### src/rtl/trace_pkg.sv
// Shared types and helpers for the output trace capture block.
// Holds the trace entry record and the channel-index width function.
package trace_pkg;

  localparam int MAX_DATA_W = 64;
  localparam int MAX_CH_W   = 4;
  localparam int MAX_TS_W   = 32;

  // One captured sample: watched value, source channel and capture time.
  typedef struct packed {
    logic [MAX_DATA_W-1:0] value;
    logic [MAX_CH_W-1:0]   ch;
    logic [MAX_TS_W-1:0]   ts;
  } trace_entry_t;

  // Width of a channel index; never less than one bit.
  function automatic int ch_width(input int n);
    return (n <= 1) ? 1 : $clog2(n);
  endfunction

endpackage

### src/rtl/trace_fifo.sv
// Synchronous show-ahead FIFO holding packed trace entries.
// The head word is presented whenever the FIFO is non-empty, and reads as zero when it is empty.
module trace_fifo #(
  parameter int WIDTH = 32,
  parameter int DEPTH = 16
) (
  input  logic                     clk,
  input  logic                     rst,
  input  logic                     wr_en,
  input  logic [WIDTH-1:0]         wr_data,
  input  logic                     rd_en,
  output logic [WIDTH-1:0]         rd_data,
  output logic                     full,
  output logic                     empty,
  output logic [$clog2(DEPTH):0]   count
);

  localparam int AW = $clog2(DEPTH);

  logic [WIDTH-1:0] mem [DEPTH];
  logic [AW-1:0]    wr_ptr;
  logic [AW-1:0]    rd_ptr;
  logic [AW:0]      cnt;
  logic             push;
  logic             pop;

  assign full  = (cnt == (AW+1)'(DEPTH));
  assign empty = (cnt == '0);
  assign pop   = rd_en & ~empty;
  // A full FIFO still takes a write when the head leaves in the same cycle.
  assign push  = wr_en & (~full | pop);

  always_ff @(posedge clk) begin
    if (rst) begin
      wr_ptr <= '0;
      rd_ptr <= '0;
      cnt    <= '0;
    end else begin
      if (push) wr_ptr <= wr_ptr + AW'(1);
      if (pop)  rd_ptr <= rd_ptr + AW'(1);
      unique case ({push, pop})
        2'b10:   cnt <= cnt + (AW+1)'(1);
        2'b01:   cnt <= cnt - (AW+1)'(1);
        default: ;
      endcase
    end
  end

  // NOTE: storage has no reset; occupancy is tracked by the pointers, and the read port is gated by empty.
  always_ff @(posedge clk) begin
    if (push) mem[wr_ptr] <= wr_data;
  end

  assign rd_data = empty ? '0 : mem[rd_ptr];
  assign count   = cnt;

endmodule

### src/rtl/out_trace_capture.sv
// Change-detecting trace capture of NUM_CH watched outputs into a show-ahead FIFO.
// Per-entry timestamps exist only when TRACE_TIMESTAMP_EN is defined; otherwise rd_ts is tied to zero.
module out_trace_capture
  import trace_pkg::*;
#(
  parameter int DATA_W = 32,
  parameter int NUM_CH = 4,
  parameter int DEPTH  = 16,
  parameter int TS_W   = 16
) (
  input  logic                           clk,
  input  logic                           rst,
  input  logic [NUM_CH*DATA_W-1:0]       watch_data,
  input  logic [NUM_CH-1:0]              watch_valid,
  input  logic                           cap_en,
  input  logic                           rd_en,
  input  logic                           clr_ovf,
  output logic                           rd_valid,
  output logic [DATA_W-1:0]              rd_data,
  output logic [ch_width(NUM_CH)-1:0]    rd_ch,
  output logic [TS_W-1:0]                rd_ts,
  output logic [$clog2(DEPTH):0]         count,
  output logic                           overflow
);

  localparam int CH_W = ch_width(NUM_CH);
`ifdef TRACE_TIMESTAMP_EN
  localparam int EW = DATA_W + CH_W + TS_W;
`else
  localparam int EW = DATA_W + CH_W;
`endif

  logic [DATA_W-1:0] last_q     [NUM_CH];
  logic [DATA_W-1:0] pend_val_q [NUM_CH];
  logic [NUM_CH-1:0] first_q;
  logic [NUM_CH-1:0] pend_q;
  logic              overflow_q;

  logic [NUM_CH-1:0] ev;
  logic [NUM_CH-1:0] sel_onehot;
  logic [NUM_CH-1:0] pend_keep;
  logic              sel_found;
  logic [CH_W-1:0]   sel_idx;
  logic [DATA_W-1:0] sel_val;
  logic              wr_ok;
  logic              loss;
  logic              fifo_full;
  logic              fifo_empty;
  logic [EW-1:0]     wr_entry;
  logic [EW-1:0]     rd_entry;

`ifdef TRACE_TIMESTAMP_EN
  logic [TS_W-1:0]   ts_q;
  logic [TS_W-1:0]   pend_ts_q [NUM_CH];
  logic [TS_W-1:0]   sel_ts;
`endif

  // NOTE: every combinational output gets a default first, so no path through the loops infers a latch.
  always_comb begin
    ev         = '0;
    sel_found  = 1'b0;
    sel_idx    = '0;
    sel_onehot = '0;
    sel_val    = '0;
`ifdef TRACE_TIMESTAMP_EN
    sel_ts     = '0;
`endif
    for (int i = 0; i < NUM_CH; i++) begin
      ev[i] = cap_en & watch_valid[i] &
              (first_q[i] | (watch_data[i*DATA_W +: DATA_W] != last_q[i]));
    end
    // Scan downwards so the lowest pending channel is the one that wins.
    for (int i = NUM_CH - 1; i >= 0; i--) begin
      if (pend_q[i]) begin
        sel_found  = 1'b1;
        sel_idx    = CH_W'(i);
        sel_onehot = NUM_CH'(1) << i;
        sel_val    = pend_val_q[i];
`ifdef TRACE_TIMESTAMP_EN
        sel_ts     = pend_ts_q[i];
`endif
      end
    end
  end

  assign wr_ok     = sel_found & (~fifo_full | (rd_en & ~fifo_empty));
  assign pend_keep = pend_q & ~sel_onehot;
  assign loss      = (sel_found & ~wr_ok) | (|(ev & pend_keep));

  always_ff @(posedge clk) begin
    if (rst) begin
      first_q    <= '1;
      pend_q     <= '0;
      overflow_q <= 1'b0;
    end else begin
      first_q <= first_q & ~ev;
      pend_q  <= pend_keep | ev;
      // A loss in the same cycle as a clear request wins.
      if (loss)         overflow_q <= 1'b1;
      else if (clr_ovf) overflow_q <= 1'b0;
    end
  end

  always_ff @(posedge clk) begin
    for (int i = 0; i < NUM_CH; i++) begin
      if (ev[i]) begin
        last_q[i]     <= watch_data[i*DATA_W +: DATA_W];
        pend_val_q[i] <= watch_data[i*DATA_W +: DATA_W];
`ifdef TRACE_TIMESTAMP_EN
        pend_ts_q[i]  <= ts_q;
`endif
      end
    end
  end

`ifdef TRACE_TIMESTAMP_EN
  always_ff @(posedge clk) begin
    if (rst) ts_q <= '0;
    else     ts_q <= ts_q + TS_W'(1);
  end

  assign wr_entry = {sel_val, sel_idx, sel_ts};
  assign rd_ts    = rd_entry[TS_W-1:0];
`else
  assign wr_entry = {sel_val, sel_idx};
  assign rd_ts    = '0;
`endif

  trace_fifo #(
    .WIDTH (EW),
    .DEPTH (DEPTH)
  ) u_fifo (
    .clk     (clk),
    .rst     (rst),
    .wr_en   (wr_ok),
    .wr_data (wr_entry),
    .rd_en   (rd_en),
    .rd_data (rd_entry),
    .full    (fifo_full),
    .empty   (fifo_empty),
    .count   (count)
  );

  assign rd_valid = ~fifo_empty;
  assign rd_data  = rd_entry[EW-1 -: DATA_W];
  assign rd_ch    = rd_entry[EW-DATA_W-1 -: CH_W];
  assign overflow = overflow_q;

endmodule

### config.mk
export PLATFORM = sky130hd
export DESIGN_NAME = out_trace_capture
export DESIGN_NICKNAME = d
export VERILOG_FILES = /design/src/rtl/trace_pkg.sv /design/src/rtl/trace_fifo.sv /design/src/rtl/out_trace_capture.sv
export SDC_FILE = /design/constraint.sdc
export NUM_CORES = 1
export LEC_CHECK = 0
export BUFFER_PORTS_ARGS = -buffer_cell sky130_fd_sc_hd__buf_2
export CAP_MARGIN = 20
export CORE_ASPECT_RATIO = 0.5
export CORE_UTILIZATION = 60
export DETAILED_ROUTE_END_ITERATION = 8
export GPL_ROUTABILITY_DRIVEN = 0
export GPL_TIMING_DRIVEN = 0
export HOLD_SLACK_MARGIN = 0.15
export PLACE_DENSITY_LB_ADDON = 0.05
export SYNTH_ARGS = -nofsm -noshare
export SYNTH_HDL_FRONTEND = slang
export SYNTH_SLANG_ARGS = --single-unit
### constraint.sdc
create_clock -name clk -period 5.4 [get_ports clk]
set_input_delay 0.54 -clock clk [delete_from_list [all_inputs] [get_ports clk]]
set_output_delay 0.54 -clock clk [all_outputs]
set_load 0.01 [all_outputs]
==> results <==
- The final count of pins violating max slew is 0.
- 194 I/O pins were placed.
- The clock-pin slew reported for the worst setup and hold paths after clock tree synthesis is 0.07 ns.
- The fraction of final layout cells sized beyond drive strength 1 is 29.1%.
- The peak fanout along the critical path is 10.
- Clock tree synthesis inserted a total of 57 buffers.
- At the worst endpoint, the arrival time is 3.52 ns.
- In this run the tightest slew margin relative to its limit is 24.6%.
- The global router's overall resource usage is 29.7%.
- The number of max-cap violations is 0.
- Sorting the synthesized cells by area gives the leading types as sky130_fd_sc_hd__edfxtp_1 72%, sky130_fd_sc_hd__mux4_2 14%, sky130_fd_sc_hd__xnor2_1 3.2%.
- For the pin with the worst max-slew slack, the measured transition is 1.13 ns.
- The initial core utilization is 61.6%.
- Along the worst hold path, the cell count comes to 1.
- The design draws 0.0135 W.
- After detailed routing, the average wire length per cell comes to 27.7 microns.
- In this run the cell area measured after placement is 31000 sq um.
- The period utilization is 75.1%.
- The internal portion of the total power is 0.00991 W.
- Setup repair after global routing left no endpoint under its margin.
- The reg2reg setup slack is 1.75 ns.
- The number of endpoints failing setup at the final stage is 0.
- After synthesis the netlist holds a flip-flop and latch count of 698.
- In this run the static leakage power is 11.1 nW.
- The most used flip-flop cell after synthesis is sky130_fd_sc_hd__edfxtp_1.
- The category of cells accounting for the largest share of critical-path delay is buffers and inverters.
- The worst setup path is captured at a primary output.
- For the final database, setup skew stands at 0.0183 ns.
- The number of buffers and inverters on the critical path is 4.
- Compared with the post-synthesis result, the final layout area differs by 19.0%.
- After routing the design area is 33600 sq um.
- Measured in cells, the most critical reg-to-reg path has a length of 14.
- The total detailed-routing wirelength is 70.0 mm.
- The buffer type at the clock tree root is sky130_fd_sc_hd__clkbuf_16.
- The critical path is of the reg2out type.
- The initial antenna violation count is 2.
- Summing over every cut layer, the via total after detailed routing is 15664.
- The number of synthesized flops with an enable pin is 672.
- The net total in the final layout is 1999.
- The total power per unit cell area is 403 nW/um^2.
- The pin count of the biggest net entering global routing is 28.
- For this design, the slowest cell found on the critical path is sky130_fd_sc_hd__buf_1.
- For this run, the slowest stage of the critical path takes 0.57 ns.
- The via count normalized by instance count is 6.20.
- TritonCTS built the clock tree.
- The worst hold-check slack is 0.168 ns.
- Per report_power, the clock group accounts for 30.3% of the total.
- The post-synthesis area per instance is 19.3 sq um.
- The area of the mapped netlist is 28200 sq um.
- The startpoint type of the worst setup path is a register.
- For the worst setup path, the data required time is 4.86 ns.
- The number of distinct standard cells referenced by the synthesized netlist is 48.
- The share of the Yosys chip area taken by registers is 73.4%.
- The maximum clock frequency is 247 MHz.
- The worst hold path begins at watch_data[31].
- The final core utilization is 73.3%.
- After detailed routing, the number of remaining DRC violations is 0.
- The min-delay analysis places its worst path in the category in2reg.
- By instance count, the leading cell after synthesis is sky130_fd_sc_hd__edfxtp_1.
- Once detail routing completed, the nets flagged for antenna violations numbered 0.
- The startpoint of the worst-slack reg-to-reg timing path is pend_q[2].
- The flow ran to the end, and the final reports show no timing, DRC or antenna violations.
- The net switching power of the design is 0.00360 W.
- The sink count of the clock tree is 698.
- After global routing the overflow that remains totals 0.
- The first detailed-routing pass took 5 iterations.
- For this block, the initial DRC count from the detailed router was 1867.
- The endpoint of the worst hold-timing path is pend_val_q[0][31].
- The die height is 155 microns.
- The floorplan step defined a die boundary enclosing 47900 sq um.
- In this design, the critical path's most frequently occurring cell is sky130_fd_sc_hd__buf_2.
- The net switching share of the total power is 26.6%.
- The Yosys step of the flow raised 0 warnings.
- The proportion of power drawn by combinational gates is 22.9%.
- VDD sags by at most 0.323 mV.
- After synthesis, the largest area contributor takes up 71.5% of total cell area.
- Synthesis produced 1458 cells.
- The H-tree depth is 2.
- In this run the critical register-to-register path is captured at u_fifo.count[4].
- The floorplan has 55 rows.
- The clock passes through at most 3 buffers.
- During placement, the flow inserted port buffers numbering 177.
- The placed wire-length estimate after detailed placement is 47.8 mm.
- After synthesis, the most frequently instantiated cells are 672 x sky130_fd_sc_hd__edfxtp_1, 170 x sky130_fd_sc_hd__mux4_2, 103 x sky130_fd_sc_hd__xnor2_1.
- Per report_power, the sequential group accounts for 46.8% of the total.
- The number of global-route vias before repair is 15728.
- The first-pass GRT wire length is 101 mm.
- After floorplanning, the core was sized to cover 45800 sq um.
- From left edge to right edge, the die measures 309 microns.
- The later pin in the worst-skew pair is clocked with a latency of 0.60 ns.
- The biggest area contributor in the post-synthesis netlist is sky130_fd_sc_hd__edfxtp_1.
- The critical path goes through buf_2 > buf_1 > buf_2 > mux4_2 > mux4_2 > and2_1 > buf_2.
- The final hold violation count is 0.
- The fraction of registers with async set/reset is 0%.
- The routed design could run at a clock period as short as 4.06 ns.
==> cells by family (layout without fill, tap and decap cells) <==
kind of cell	after synthesis	after routing	synth area share (%)
buffers and inverters	100	526	1.86
adder cells (fa/ha/maj)	9	9	0.399
multiplexers	173	173	13.7
other	1	18	0.0133
XOR/XNOR	136	136	4.22
flip-flops	698	698	73.4
AND/OR/NAND/NOR	214	214	3.72
AO/OA/AOI/OAI	127	127	2.70
==> worst max-delay path by stage <==
stage                    start                end  slack, ns  depth (start not counted)
5_1_grt               register        rd_data[15]       1.23                          7
3_5_place_dp   u_fifo.count[1]    u_fifo.count[4]       1.81                         16
4_1_cts               register        rd_data[15]       1.38                          7
2_1_floorplan  u_fifo.count[2]   u_fifo.mem[3][0]       1.25                          5
3_3_place_gp         pend_q[2]  u_fifo.mem[1][16]      -1.92                          5
6_report              register        rd_data[15]       1.34                          7
==> registers in the layout, summed over array words and instances (netlist names), named ones only <==
signal         cells
u_fifo.rd_ptr      4
first_q            4
u_fifo.count       5
u_fifo.wr_ptr      4
overflow           1
pend_q             4
u_fifo.mem       544
pend_val_q       128
==> routing by layer <==
layer / vias to the layer above / GRT usage [%] / wire [microns]
li1: 6600 / - / -
met5: - / 0 / 0
met1: 8134 / 41.8 / 27500
met3: 111 / 5.30 / 6300
met4: 0 / 6.49 / 1540
met2: 819 / 49.5 / 34700
==> timing repair <==
action | CTS | global route
gates resized for setup | 0 | 0
buffers inserted | 0 | 0
hold buffers | 69 | 6
hold endpoints to repair | 69 | 6
==> power by group through the flow <==
stage               combinational (W)  sequential, W  clock, W
finish                        0.00310        0.00632   0.00409
global route                  0.00330        0.00633   0.00432
CTS                           0.00312        0.00632   0.00411
detailed placement            0.00307        0.00644         0
global placement              0.00290        0.00645         0
floorplan                     0.00198        0.00642         0
==> through the flow <==
step | std cells | setup WS (ns) | setup TNS [ns]
final | 2528 | 1.34 | 0
after global routing | 2528 | 1.23 | 0
after CTS | 2517 | 1.38 | 0
after detailed placement | 2343 | 1.81 | 0
after global placement | 2277 | -1.92 | -260.68
after floorplan | 1473 | 1.25 | 0
==> area by class of cell <==
class	count	area (sq um)
repair buffers	321	2580
flip-flops and latches	698	20700
plain buffers	90	488
well taps	627	785
clock inverters	33	300
multi-input cells	675	7180
clock buffers	72	1480
fillers	2676	12200
diodes	2	5.00
inverters	10	37.5
==> layout by cell type (no fill, tap or decap), types with 27 or more instances in the layout <==
master                          synthesis  routed
sky130_fd_sc_hd__buf_6                  9      35
sky130_fd_sc_hd__xor2_1                33      33
sky130_fd_sc_hd__edfxtp_1             672     672
sky130_fd_sc_hd__mux4_2               170     170
sky130_fd_sc_hd__nand2_1               53      53
sky130_fd_sc_hd__and2_1                35      35
sky130_fd_sc_hd__buf_2                 15     201
sky130_fd_sc_hd__a22oi_1               33      33
sky130_fd_sc_hd__nor2_1                64      52
sky130_fd_sc_hd__xnor2_1              103     103
sky130_fd_sc_hd__dlygate4sd3_1          0      75
sky130_fd_sc_hd__a21oi_1               44      44
sky130_fd_sc_hd__clkbuf_16              0      57
sky130_fd_sc_hd__clkbuf_1              43      58
sky130_fd_sc_hd__buf_4                 17      27
Note: power is estimated with default switching activity, not from simulation.
